## config.mk

```make
export PLATFORM = sky130hd
export DESIGN_NAME = spi_reg_bank
export DESIGN_NICKNAME = d
export VERILOG_FILES = /design/src/rtl/rsa_pkg.sv /design/src/rtl/spi_sync_edge.sv /design/src/rtl/spi_reg_bank.sv
export SDC_FILE = /design/constraint.sdc
export NUM_CORES = 1
export LEC_CHECK = 0
export CAP_MARGIN = 40
export CORE_MARGIN = 5
export CORE_UTILIZATION = 49
export CTS_CLUSTER_SIZE = 16
export DETAILED_ROUTE_END_ITERATION = 10
export GPL_ROUTABILITY_DRIVEN = 0
export PLACE_DENSITY = 0.85
export SETUP_SLACK_MARGIN = 0.05
export SYNTH_ARGS = -nofsm -noshare
export SYNTH_HDL_FRONTEND = slang
export SYNTH_SLANG_ARGS = --single-unit
export TNS_END_PERCENT = 20
```

## constraint.sdc

```tcl
create_clock -name clk -period 2.1 [get_ports clk]
set_input_delay 0.21 -clock clk [delete_from_list [all_inputs] [get_ports clk]]
set_output_delay 0.21 -clock clk [all_outputs]
set_load 0.005 [all_outputs]
```

## src/rtl/rsa_pkg.sv

```systemverilog
// Shared constants and SPI slave FSM encoding for the RSA configuration front end.
package rsa_pkg;

  localparam int SPI_CMD_W     = 8;
  localparam int ADDR_W        = 7;
  localparam int CMD_WRITE_BIT = 7;

  typedef enum logic [1:0] {
    IDLE = 2'd0,
    CMD  = 2'd1,
    DATA = 2'd2
  } spi_state_e;

endpackage

```

## src/rtl/spi_sync_edge.sv

```systemverilog
// Two-flop synchroniser for an asynchronous SPI pin, followed by a registered
// copy used to flag rising and falling edges in the clk domain.
module spi_sync_edge #(
  parameter logic RST_VAL = 1'b0
) (
  input  logic clk,
  input  logic rst_n,
  input  logic din,
  output logic sync,
  output logic rise,
  output logic fall
);

  logic sync_p0, sync_p1, dly_p2;

  always_ff @(posedge clk or negedge rst_n) begin
    if (!rst_n) begin
      sync_p0 <= RST_VAL;
      sync_p1 <= RST_VAL;
      dly_p2  <= RST_VAL;
    end else begin
      sync_p0 <= din;
      // synchronised level
      sync_p1 <= sync_p0;
      // one-clk delayed copy for edge detection
      dly_p2  <= sync_p1;
    end
  end

  assign sync = sync_p1;
  assign rise = sync_p1 & ~dly_p2;
  assign fall = ~sync_p1 & dly_p2;

endmodule

```

## src/rtl/spi_reg_bank.sv

```systemverilog
// SPI mode-0 slave exposing NUM_REGS R/W configuration registers plus a
// read-only status word, with burst access and address auto-increment.
module spi_reg_bank
  import rsa_pkg::*;
#(
  parameter int                DATA_W    = 8,
  parameter int                NUM_REGS  = 4,
  parameter logic [DATA_W-1:0] RESET_VAL = '0
) (
  input  logic                       clk,
  input  logic                       rst_n,
  input  logic                       spi_cs_n,
  input  logic                       spi_clk,
  input  logic                       spi_mosi,
  output logic                       spi_miso,
  input  logic [DATA_W-1:0]          status_in,
  output logic [NUM_REGS*DATA_W-1:0] regs_out,
  output logic                       wr_pulse,
  output logic [ADDR_W-1:0]          wr_addr
);

  localparam logic [ADDR_W-1:0] STATUS_ADDR = ADDR_W'(NUM_REGS);
  localparam logic [5:0]        CMD_LAST    = 6'(SPI_CMD_W - 1);
  localparam logic [5:0]        WORD_LAST   = 6'(DATA_W - 1);

  logic cs_sync, cs_rise, cs_fall;
  logic sclk_sync, sclk_rise, sclk_fall;
  logic mosi_p0, mosi_p1;

  spi_sync_edge #(.RST_VAL(1'b1)) u_cs (
    .clk(clk), .rst_n(rst_n), .din(spi_cs_n),
    .sync(cs_sync), .rise(cs_rise), .fall(cs_fall)
  );

  spi_sync_edge #(.RST_VAL(1'b0)) u_sclk (
    .clk(clk), .rst_n(rst_n), .din(spi_clk),
    .sync(sclk_sync), .rise(sclk_rise), .fall(sclk_fall)
  );

  always_ff @(posedge clk or negedge rst_n) begin
    if (!rst_n) begin
      mosi_p0 <= 1'b0;
      mosi_p1 <= 1'b0;
    end else begin
      mosi_p0 <= spi_mosi;
      mosi_p1 <= mosi_p0;
    end
  end

  spi_state_e        state, state_nxt;
  logic              cmd_phase, data_phase;
  logic [5:0]        bit_cnt;
  logic              wr_mode;
  logic [ADDR_W-1:0] addr;
  logic [DATA_W-1:0] rx_shift, tx_shift, rx_word, rd_word;
  logic [DATA_W-1:0] regs [NUM_REGS];
  logic              cmd_done, word_done;

  assign rx_word   = {rx_shift[DATA_W-2:0], mosi_p1};
  assign cmd_done  = cmd_phase  & sclk_rise & (bit_cnt == CMD_LAST);
  assign word_done = data_phase & sclk_rise & (bit_cnt == WORD_LAST);

  always_ff @(posedge clk or negedge rst_n) begin
    if (!rst_n) state <= IDLE;
    else        state <= state_nxt;
  end

  // cs_n high always wins, so an abort drops back to IDLE from any state
  always_comb begin
    state_nxt = state;
    case (state)
      IDLE:    if (cs_fall) state_nxt = CMD;
      CMD:     if (cs_sync) state_nxt = IDLE;
               else if (cmd_done) state_nxt = DATA;
      DATA:    if (cs_sync) state_nxt = IDLE;
      default: state_nxt = IDLE;
    endcase
  end

  always_comb begin
    cmd_phase  = (state == CMD);
    data_phase = (state == DATA);
  end

  always_comb begin
    rd_word = '0;
    if (addr == STATUS_ADDR) rd_word = status_in;
    for (int k = 0; k < NUM_REGS; k++)
      if (addr == ADDR_W'(k)) rd_word = regs[k];
  end

  // Data shift register needs no reset: bit_cnt guarantees a full refill per word
  always_ff @(posedge clk) begin
    if ((cmd_phase || data_phase) && sclk_rise) rx_shift <= {rx_shift[DATA_W-2:0], mosi_p1};
  end

  always_ff @(posedge clk or negedge rst_n) begin
    if (!rst_n) begin
      bit_cnt  <= '0;
      wr_mode  <= 1'b0;
      addr     <= '0;
      tx_shift <= '0;
      wr_pulse <= 1'b0;
      wr_addr  <= '0;
      for (int k = 0; k < NUM_REGS; k++) regs[k] <= RESET_VAL;
    end else begin
      wr_pulse <= 1'b0;
      if (state_nxt != state || word_done) bit_cnt <= '0;
      else if (sclk_rise)                  bit_cnt <= bit_cnt + 6'd1;

      if (cmd_done) begin
        wr_mode  <= rx_word[CMD_WRITE_BIT];
        addr     <= rx_word[ADDR_W-1:0];
        tx_shift <= '0;
      end

      // A word completing in the same clk as cs_n rising is still committed
      if (word_done) begin
        addr <= addr + ADDR_W'(1);
        if (wr_mode && addr < STATUS_ADDR) begin
          for (int k = 0; k < NUM_REGS; k++)
            if (addr == ADDR_W'(k)) regs[k] <= rx_word;
          wr_pulse <= 1'b1;
          wr_addr  <= addr;
        end
      end

      if (data_phase && sclk_fall) begin
        if (bit_cnt == 6'd0) tx_shift <= rd_word;
        else                 tx_shift <= {tx_shift[DATA_W-2:0], 1'b0};
      end
    end
  end

  assign spi_miso = data_phase & tx_shift[DATA_W-1];

  for (genvar k = 0; k < NUM_REGS; k++) begin : g_out
    assign regs_out[k*DATA_W +: DATA_W] = regs[k];
  end

endmodule
```

# After elaboration in Yosys (flattened, before gate mapping)
# Cells that the tools add are included.
# word_totals
wordCells	77
register_bits	79
input_bits	13
# classes
reduce_logical	16
add_sub_neg	2
n_mux	19
bitwise_logic	11
n_lt_le_gt_ge	1
eq_ne	8
# op_table
operator	n
$mux W8	8
$eq A7 B2 Y1 const B	2
$mux W7	2
$mux W6	2
$reduce_and A3 Y1	4
$and A1 B1 Y1	8
$mux W2	4
$add A7 B1 Y7 const B	1
$eq A7 B1 Y1 const B	1
$eq A7 B3 Y1 const B	1
$logic_not A7 Y1	1
$lt A7 B3 Y1 const B	1
$add A6 B1 Y6 const B	1
$eq A6 B3 Y1 const B	1
$logic_not A6 Y1	1
$pmux W2 S3	1
$reduce_bool A2 Y1	3
$logic_and A1 B1 Y1	3
$not A1 Y1	3
$eq A2 B1 Y1 const B	1
$eq A2 B2 Y1 const B	1
$logic_not A2 Y1	1
$logic_or A1 B1 Y1	2
$mux W1	2
2 further kinds	2

# Logic depth before layout (Yosys ltp)
# depth
depth_word	10
mapped_depth	9

# Hierarchy
# From an unflattened synthesis, not the netlist that was laid out.
# hier_totals
cells_unflattened	335
area_unflattened_um2	3891.2
# by_module_without_submodules
mod	instances	area_per_inst_um2	cells_each
spi_reg_bank	1	3707.3	325
spi_sync_edge (u_cs)	1	93.8	5
spi_sync_edge (u_sclk)	1	90.1	5

# Least setup slack after synthesis
# OpenSTA, ideal clock, no wires.
# synth_timing
kind	reg-to-reg
start	register bit_cnt[0]
end	register regs (netlist bit regs_out[0])
stages_incl_launch_ff	10
setup_ns	0.125
arrival_ns	1.827
setup_slack_ns	0.148
path_cell_list	dfrtp_1 -> ha_1 -> and4b_1 -> buf_2 -> nand3_4 -> nor2_4 -> buf_6 -> and2_4 -> buf_12 -> mux2_4
# synth_via
elab_chain_len	3
# synth_rtl
element	line_no	source
start: declaration	spi_reg_bank.sv:52	logic [5:0] bit_cnt;
start signal: assignment	spi_reg_bank.sv:109	else if (sclk_rise) bit_cnt <= bit_cnt + 6'd1;
$eq A6 B3 Y1	spi_reg_bank.sv:61	assign word_done = data_phase & sclk_rise & (bit_cnt == WORD_LAST);
$and A1 B1 Y1	spi_reg_bank.sv:61	
$reduce_and A3 Y1 (no line)	--	
end signal: indexed assignment	spi_reg_bank.sv:122	if (addr == ADDR_W'(k)) regs[k] <= rx_word;
end: declaration	spi_reg_bank.sv:56	logic [DATA_W-1:0] regs [NUM_REGS];
# Every way passes these cells.
# A chain may end at the register's enable or synchronous reset.

# Worst setup path after layout
# layout_timing
start	register state[0]
end	output port spi_miso
# layout_via
elab_chain_len	2
# layout_rtl
element	line_no	source
start: declaration	spi_reg_bank.sv:50	spi_state_e state, state_nxt;
start signal: assignment	spi_reg_bank.sv:65	else state <= state_nxt;
$eq A2 B2 Y1	spi_reg_bank.sv:82	data_phase = (state == DATA);
$and A1 B1 Y1	spi_reg_bank.sv:135	assign spi_miso = data_phase & tx_shift[DATA_W-1];
end: declaration	spi_reg_bank.sv:15	output logic spi_miso,
# Every way passes these cells.

==> metrics.md <==
| Metric | Value |
|---|---|
| Clock Root Buffer | `clkbuf_8` |
| Synth top area cells | `dfrtp_1 (45%), mux2_4 (6.3%), edfxtp_1 (5.5%)` |
| Ant diodes | `0` |
| # port buffers | `53` |
| Clk pwr share | `36.2%` |
| DRT antenna net count | `0` |
| Die Y | `about 99 um` |
| Dpl cells | `477` |
| Most common cell in the netlist | `dfrtp_1` |
| Crit path DAT | `roughly 1.9 ns` |
| Via-to-Cell Ratio | `approximately 5.9` |
| WL met3 | `775 um` |
| R2R Setup Slk | `~0.09 ns` |
| Post-synthesis sequential area ratio | `52.4%` |
| Tcrit/Tclk final | `98.9%` |
| Area Overhead vs Synth | `23.8%` |
| Post-Synthesis Cells | `323` |
| Largest net degree at the start of global routing | `73` |
| Period minus WS final | `2.08 ns` |
| Full die area | `9720 sq um` |
| Core box area | `7690 sq um` |
| CP peak stage delay | `0.49 ns` |
| Number of DRC markers in iteration 0 | `269` |
| Initial antenna violation count | `0` |
| Via count | `2923` |
| Pwr per Cell Area | `around 700 nW/um^2` |
| Hpwl dp | `6.50 mm` |
| Initial Utilization | `50.0%` |
| Worst r2r src | `bit_cnt[0]$_DFFE_PN0P_` |
| Hold WS | `0.248 ns` |
| DRT Pass-1 Iters | `5` |
| Least-Margin Pin Slew | `0.473 ns` |
| Gate power share | `13.8%` |
| Setup slack after layout | `0.0236 ns` |
| Max Freq | `approximately 0.48 GHz` |
| Cts bufs inserted | `9` |
| Worst VDD drop | `about 0.33 mV` |
| Net Switching | `0.957 mW` |
| H-tree level count | `3` |
| Leakage | `2.04 nW` |
| All-layer global routing usage | `19.9%` |
| Req. time, crit path | `1.89 ns` |
| Crit Path Class | `reg2out` |
| Max-cap violations | `0` |
| Max layer used | `met4` |
| Die Wd | `98.6 um` |
| Clk pin slew, worst setup/hold paths | `0.08 ns` |
| Skew final | `0.0148 ns` |
| Post-Layout Cell Count | `495` |
| Routed wire per std cell | `18.9 um` |
| Vias in the first global route | `2936` |
| DRT met1 WL | `3.74 mm` |
| Hold Path Depth | `1` |
| Synth Warn # | `0` |
| Total Nets Final | `~410` |
| Share of cells above drive strength 1 | `between 20% and 30%` |
| Worst hold path class | `in2reg` |
| Max Slew Vio Count | `0` |
| Global route total overflow | `0` |
| CP startpoint kind | `flip-flop` |
| Io pins | `54` |
| Crit Path Max Fanout | `7` |
| Outcome | `completed` |
| Reg power frac | `50.0%` |
| WHS Endpoint | `u_cs.sync_p0$_DFF_PN1_` |
| Most instantiated cells after synthesis | `dfrtp_1 (69), o21ai_0 (20), mux2_2 (18), mux2_4 (16), nor2_1 (15)` |
| Final WL | `between 9 and 10 mm` |
| Biggest area consumer among synthesized cells | `dfrtp_1` |
| Post-synth EDFFs | `7` |
| Mapped Area | `3840 sq um` |
| Bufs on Longest Clock Path | `2` |
| Seq cells post-synth | `79` |
| Sw Ratio | `28.7%` |
| Worst Setup Slack post-DPL | `0.0729 ns` |
| Fill count | `~590` |
| Hold Fails Final Rpt | `0` |
| Syn_nets | `346` |
| Post-route DRC | `0` |
| Post-synth top area share | `44.9%` |
| Worst skew pair latency | `0.37 ns` |
| Synth Area per Inst | `11.9 sq um` |
| CTS Sinks | `79` |
| Worst r2r dst | `tx_shift[1]$_DFFE_PN0P_` |
| Hold Startpoint | `spi_cs_n` |
| TritonCTS clock tree | `built` |
| CP max stage cell | `clkdlybuf4s50_1` |
| Setup crit end kind | `primary output` |
| R2R depth | `6` |
| Slew Limit Headroom | `68.2%` |
| Setup violations, final | `0` |
| Synth unique cells | `56` |
| Global-route wire length before repair | `15.2 mm` |
| Critical-path cell list | `inv_1, ha_2, buf_4, and2_1, clkdlybuf4s50_1` |
| Post-synth ARST share | `between 90% and 100%` |
| Row Count | `32` |
| P_int | `2.37 mW` |
| RSZ-0062 raised after global routing | `yes` |
| Met2 routed WL | `4.58 mm` |
| Top_reg_cell synth | `dfrtp_1` |
[logic make-up after synthesis]
kind of cell,count (synthesis),synth area share (%)
AO/OA/AOI/OAI,79,13.9
flip-flops,79,52.4
XOR/XNOR,5,1.14
adder cells (fa/ha/maj),10,3.26
buffers and inverters,29,4.36
multiplexers,34,11.5
AND/OR/NAND/NOR,87,13.3
[power groups by stage]
stage / Combinational [mW] / Clock, mW / Sequential, mW
6_report: 0.459 / 1.20 / 1.67
5_1_grt: 0.516 / 1.29 / 1.67
4_1_cts: 0.443 / 1.22 / 1.66
3_5_place_dp: 0.430 / 0 / 1.69
3_3_place_gp: 0.411 / 0 / 1.69
2_1_floorplan: 0.264 / 0 / 1.68
[state kept, by name (all words and copies together) (netlist names), 2 cells and up]
signal and flops:
wr_addr 7, state 2, regs_out 32, rx_shift 7, bit_cnt 6, tx_shift 8
addr 7
[area by class of cell]
| type | count | area (sq um) | share of cell area [%] |
|---|---|---|---|
| Timing Repair Buffer | 72 | 683 | 14.4 |
| Tap cell | 102 | 128 | 2.68 |
| Inverter | 11 | 41.3 | 0.868 |
| Multi-Input combinational cell | 215 | 1680 | 35.3 |
| Clock inverter | 7 | 86.3 | 1.81 |
| Clock buffer | 9 | 124 | 2.60 |
| Sequential cell | 79 | 2020 | 42.4 |
[through the flow]
step                utilization, %  setup TNS, ns  cell area, sq um  power, mW
detailed placement            58.7              0              4510       2.12
global placement              58.7              0              4510       2.10
floorplan                        -              0              3840       1.94
finish                        61.9              0              4760       3.33
global route                  61.9         -0.143              4760       3.47
CTS                           61.7              0              4740       3.33
[routing by layer]
metal  vias to the layer above  track usage, %
met1                      1431            25.2
met2                       154            32.3
met5                         -               0
met3                        26            5.02
met4                         0            8.61
li1                       1312               -
[cells in the final DEF, fill, tap and decap left out, types with 5 or more instances in the layout]
cell type        count
dfrtp_1             69
clkdlybuf4s50_1     52
o21ai_0             20
mux2_2              18
buf_4               17
mux2_4              16
nor2_1              14
a21oi_1             13
nand3_1             12
inv_1               11
nand2_1             11
clkbuf_8             9
ha_1                 8
a221oi_1             7
nand4_1              7
nor3_1               7
edfxtp_1             7
and2_1               6
o21a_1               5
a31oi_1              5
and2b_1              5
[how the worst max path moves through the flow]
stage	start	endpoint	cells after the start
after floorplan	bit_cnt[0]$_DFFE_PN0P_	regs_out[0]$_DFFE_PN0P_	9
after global placement	bit_cnt[0]$_DFFE_PN0P_	addr[6]$_DFFE_PN0P_	7
after detailed placement	bit_cnt[0]$_DFFE_PN0P_	regs_out[22]$_DFFE_PN0P_	6
after CTS	state[0]$_DFF_PN0_	spi_miso	5
after global routing	state[0]$_DFF_PN0_	spi_miso	5
final	state[0]$_DFF_PN0_	spi_miso	5
[worst max-delay path, delay by kind of cell (launching register included)]
family	cells	cell delay, ns
DFF	1	0.38
adders and majority gates	1	0.28
buffers and inverters	3	0.73
and+or+nand+nor	1	0.11
[what timing repair did]
item | CTS | global route
pin swaps | 0 | 1
resized for setup | 2 | 6
buffers inserted | 0 | 1
hold buffers | 1 | 0
endpoints found under the hold margin | 69 | 0
setup endpoints to repair | 2 | 24
Power figures use the tool's default switching activity.
